--- config.mk ---
export PLATFORM = sky130hd
export DESIGN_NAME = chunked_add_sub
export DESIGN_NICKNAME = d
export VERILOG_FILES = /design/src/rtl/chunked_add_sub.sv
export SDC_FILE = /design/constraint.sdc
export NUM_CORES = 1
export LEC_CHECK = 0
export CORE_MARGIN = 4
export CORE_UTILIZATION = 25
export CTS_CLUSTER_DIAMETER = 50
export DETAILED_ROUTE_END_ITERATION = 8
export PLACE_DENSITY = 0.54
export SLEW_MARGIN = 10
export SYNTH_ARGS = -nofsm -noshare
export SYNTH_HDL_FRONTEND = slang
export SYNTH_SLANG_ARGS = --single-unit
--- constraint.sdc ---
create_clock -name clk -period 3.9 [get_ports clk]
set_input_delay 0.585 -clock clk [delete_from_list [all_inputs] [get_ports clk]]
set_output_delay 0.585 -clock clk [all_outputs]
set_load 0.01 [all_outputs]
--- src/rtl/chunked_add_sub.sv ---
// Multi-cycle add/subtract unit working CHUNK bits per clock.
// Carry ripples between slices through a register; flags load on the last slice.
module chunked_add_sub #(
   parameter int WIDTH = 16,
   parameter int CHUNK = 4
) (
   input  logic             clk,
   input  logic             rst_n,
   input  logic             in_valid,
   output logic             in_ready,
   input  logic [WIDTH-1:0] a,
   input  logic [WIDTH-1:0] b,
   input  logic [1:0]       op,
   input  logic             cin,
   input  logic             clear,
   output logic             out_valid,
   input  logic             out_ready,
   output logic [WIDTH-1:0] sum,
   output logic             cout,
   output logic             overflow,
   output logic             zero,
   output logic             negative
);

   localparam int NSLICE = WIDTH / CHUNK;
   localparam int CW = (NSLICE > 1) ? $clog2(NSLICE) : 1;
   localparam int IW = $clog2(WIDTH);

   typedef enum logic [1:0] {
      IDLE,
      CALC,
      DONE
   } state_t;

   state_t           state;
   state_t           state_nx;
   logic [WIDTH-1:0] a_r;
   logic [WIDTH-1:0] b_r;
   logic [WIDTH-1:0] acc;
   logic [WIDTH-1:0] acc_nx;
   logic [CHUNK-1:0] a_k;
   logic [CHUNK-1:0] b_k;
   logic [CHUNK:0]   s_k;
   logic [IW-1:0]    idx;
   logic [CW-1:0]    cnt;
   logic             carry_r;
   logic             c_msb;
   logic             last;
   logic             accept;
   logic             carry0;

   assign last   = (cnt == CW'(NSLICE - 1));
   assign accept = (state == IDLE) && in_valid && !clear;
   // SUB/SBC share the inverted-B path; only the starting carry differs
   assign carry0 = op[1] ? cin : op[0];

   always_comb begin
      idx    = IW'(32'(cnt) * 32'(CHUNK));
      a_k    = a_r[idx +: CHUNK];
      b_k    = b_r[idx +: CHUNK];
      s_k    = {1'b0, a_k} + {1'b0, b_k} + {{CHUNK{1'b0}}, carry_r};
      acc_nx = acc;
      acc_nx[idx +: CHUNK] = s_k[CHUNK-1:0];
      c_msb  = a_k[CHUNK-1] ^ b_k[CHUNK-1] ^ s_k[CHUNK-1];
   end

   always_ff @(posedge clk or negedge rst_n) begin
      if (!rst_n) begin
         state <= IDLE;
      end else begin
         state <= state_nx;
      end
   end

   always_comb begin
      state_nx  = state;
      in_ready  = 1'b0;
      out_valid = 1'b0;
      unique case (state)
         IDLE: begin
            in_ready = 1'b1;
            if (clear)         state_nx = IDLE;
            else if (in_valid) state_nx = CALC;
         end
         CALC: begin
            if (clear)     state_nx = IDLE;
            else if (last) state_nx = DONE;
         end
         DONE: begin
            out_valid = 1'b1;
            if (clear || out_ready) state_nx = IDLE;
         end
         default: state_nx = IDLE;
      endcase
   end

   always_ff @(posedge clk or negedge rst_n) begin
      if (!rst_n) begin
         a_r      <= '0;
         b_r      <= '0;
         acc      <= '0;
         carry_r  <= 1'b0;
         cnt      <= '0;
         sum      <= '0;
         cout     <= 1'b0;
         overflow <= 1'b0;
         zero     <= 1'b0;
         negative <= 1'b0;
      end else if (accept) begin
         a_r     <= a;
         b_r     <= op[0] ? ~b : b;
         carry_r <= carry0;
         cnt     <= '0;
      end else if (state == CALC && !clear) begin
         acc     <= acc_nx;
         carry_r <= s_k[CHUNK];
         cnt     <= last ? '0 : cnt + 1'b1;
         if (last) begin
            sum      <= acc_nx;
            cout     <= s_k[CHUNK];
            overflow <= c_msb ^ s_k[CHUNK];
            zero     <= (acc_nx == '0);
            negative <= acc_nx[WIDTH-1];
         end
      end
   end

endmodule
==> flow_metrics.py <==
metrics = {
    "outcome": {
        "status": "finished clean",
    },
    "worst_setup_path": {
        "critPathMaxFanout": 9,
        "path_cells": "mux4_1, fa_1, inv_1, fa_1, xnor2_1, a21oi_2, and4_1, nand4_1, o31ai_2",
        "crit_type": "flop to flop",
        "cpPeakStageDelay_ns": 0.67,
        "reg2regPathDepth": 9,
        "critPathTopFamily": "flip-flops",
        "end_kind": "flop",
        "rrSetupSlack_ns": 0.77,
        "cp.buffers_inverters": 1,
        "r2r-end": "zero$_DFFE_PN0P_",
        "cp.arrival_ns": 3.36,
        "cpMostUsedCell": "fa_1",
        "slowest_stage": "dfrtp_1",
        "start_kind": "flop",
        "cp_num_cells": 9,
        "reg2reg_from": "cnt[0]$_DFFE_PN0P_",
        "cp.required_ns": 4.14,
    },
    "cts": {
        "cts-buffers-inserted": 9,
        "worstSkewPairLatency_ns": 0.33,
        "post_cts_buffers": 0,
        "clock-sinks": 72,
        "clkTransAtPathRegs_ns": 0.06,
        "cts_root_buf": "clkbuf_16",
        "cts_tree": "yes",
        "htree_levels": 3,
        "clockBufferDepth": 2,
        "postCtsHoldBufs": 0,
        "postCtsResizedCells": 0,
    },
    "yosys": {
        "ys.flop_type": "dfrtp_1",
        "syn_nets": 376,
        "synth_adder_area_share": 0.0421,
        "muxShareOfSynthArea": 0.111,
        "synth_area_per_cell_um2": 11.2,
        "synth_compound_area_frac": 0.135,
        "synth_top_family_by_area": "compound AO/OA/AOI/OAI gates",
        "synth_enable_flop_cells": 0,
        "yosys.area.top_type": "dfrtp_1",
        "ys_top_cells_by_count": "72 x dfrtp_1, 37 x nor2_1, 27 x a21oi_1",
        "ys_ff_latch": 72,
        "syn_area_um2": 3630,
        "synth-simple-area-share": 0.129,
        "async_reset_ff_frac": 1.00,
        "synth_top_area_share": 0.497,
        "ys_seq_area_frac": 0.497,
        "synth_area_leaders": "dfrtp_1 50%, mux2_1 5.0%, xnor2_1 4.6%, nor2_1 3.8%, a21oi_1 3.7%",
        "netlist_instances": 325,
        "synth_xor_xnor_area_share": 0.0459,
        "synthMostInstantiatedCell": "dfrtp_1",
        "yosysWarnings": 0,
        "synth.distinct_cells": 47,
    },
    "sta": {
        "finalMaxSlewViolations": 0,
        "setup_viol": 0,
        "maxSlewHeadroom": 0.380,
        "fin_skew_ns": 0.00792,
        "rsz0062_at_grt": "no",
        "post-route-period-util": 0.802,
        "worstMarginPinSlew_ns": 0.927,
        "fin_crit_ns": 3.13,
        "hold_viol": 0,
        "fin_setup_tns_ns": 0,
        "fmax_mhz": 320,
    },
    "die": {
        "initial_core_util": 0.258,
        "die_area_um2": 16500,
        "io_pins": 62,
        "core_area_um2": 14000,
        "die_w_um": 128,
        "die_y_um": 128,
        "rows": 43,
    },
    "routing": {
        "vias_per_cell": 4.60,
        "first_pass_iters": 6,
        "drtAntennaViolNets": 0,
        "drt-initial-drc-count": 102,
        "num_vias": 2608,
        "drcViolationCount": 0,
        "totalWireLength_mm": 8.09,
        "wl_per_cell_um": 14.3,
    },
    "final_layout": {
        "fin_util": 0.335,
        "n_antenna_cell": 0,
        "finalInstanceArea_um2": 4710,
        "stdcell_count": 567,
        "area_growth_syn_to_layout_pct": 29.8,
        "drive_above_1_share": 0.101,
        "nets": 433,
    },
    "placed_design": {
        "placed_area_um2": 4390,
        "dp_cells": 551,
        "gp_congestion": 0.796,
        "dp_hpwl_mm": 5.92,
        "port_buffers": 61,
    },
    "grt": {
        "grt_pass1_vias": 2682,
        "grt_max_degree": 52,
        "grt_pass1_wl_mm": 13.6,
        "globalRouteOverflowTotal": 0,
        "grt.total_usage": 0.105,
        "antenna_found_initial": 0,
    },
    "pwr": {
        "p_per_area_nw_per_um2": 657,
        "peakVddDrop_mv": 0.259,
        "finalPower_mw": 3.09,
        "p_leak_nw": 1.93,
    },
    "job": {
        "drv_cap": 0,
    },
    "min_path": {
        "min_path_type": "input pin to asynchronous set/reset pin",
    },
}
-- logic make-up after synthesis --
logic type	after synthesis
AND/OR/NAND/NOR	90
XOR/XNOR	19
flip-flops	72
AO/OA/AOI/OAI	75
multiplexers	27
adder cells (fa/ha/maj)	11
buffers and inverters	31
-- placed cells by master, fill, tap and decap left out, types with 2 or more instances in the layout --
master,n
a31oi_1,3
nand4_1,3
and2b_4,2
a22o_1,5
mux2_2,2
nand3_1,2
ha_1,9
a21oi_2,3
clkbuf_16,9
and2b_1,2
a21o_1,3
a32o_1,5
nor2_1,37
buf_4,5
o21ai_0,17
inv_1,11
fa_1,2
clkbuf_8,4
a21oi_1,27
dfrtp_1,72
clkdlybuf4s50_1,60
and3_1,2
nor3_1,4
a221oi_1,3
mux4_2,5
nor2b_1,8
and4bb_4,2
mux4_1,3
xnor2_1,19
mux2_1,16
nand2_1,22
-- layer usage --
layer | vias to the layer above | part of all wire | global-route usage
met1 | 1261 | 0.46 | 0.133
met3 | 10 | 0.050 | 0.0353
li1 | 1272 | - | -
met5 | - | 0 | 0
met4 | 0 | 0.011 | 0.0281
met2 | 65 | 0.47 | 0.171
-- report_power, final --
part,switching [mW],leakage [nW],internal [mW]
Sequential,0.129,0.890,0.933
Clock,0.292,0.159,0.564
Combinational,0.638,0.878,0.538
-- layout make-up --
type / count / area, µm²
inverters: 11 / 41.3
clock buffers: 14 / 284
multi-input cells: 222 / 1680
clock inverters: 2 / 35.0
flip-flops and latches: 72 / 1800
repair buffers: 66 / 643
well taps: 180 / 225
fillers: 1426 / 9330
-- stage by stage --
stage          hold slack, ns  setup WS, ns
3_5_place_dp            0.469         0.746
3_3_place_gp            0.460         0.840
6_report                0.325         0.773
4_1_cts                 0.347         0.731
5_1_grt                 0.382         0.515
2_1_floorplan           0.289         0.995
-- flip-flops by register name, summed over array words and instances (netlist names) --
| register | count |
|---|---|
| cnt | 2 |
| zero | 1 |
| sum | 16 |
| b_r | 16 |
| a_r | 16 |
| state | 2 |
| overflow | 1 |
| carry_r | 1 |
| acc | 16 |
| cout | 1 |
-- worst max path at each step --
stage                        to          startpoint  slack [ns]
4_1_cts        zero$_DFFE_PN0P_  cnt[0]$_DFFE_PN0P_        0.73
3_3_place_gp   zero$_DFFE_PN0P_  cnt[0]$_DFFE_PN0P_        0.84
6_report       zero$_DFFE_PN0P_  cnt[0]$_DFFE_PN0P_        0.77
2_1_floorplan  zero$_DFFE_PN0P_  cnt[0]$_DFFE_PN0P_         1.0
3_5_place_dp   zero$_DFFE_PN0P_  cnt[0]$_DFFE_PN0P_        0.75
5_1_grt        zero$_DFFE_PN0P_  cnt[0]$_DFFE_PN0P_        0.52
No activity file was read; power rests on OpenSTA's default activity.
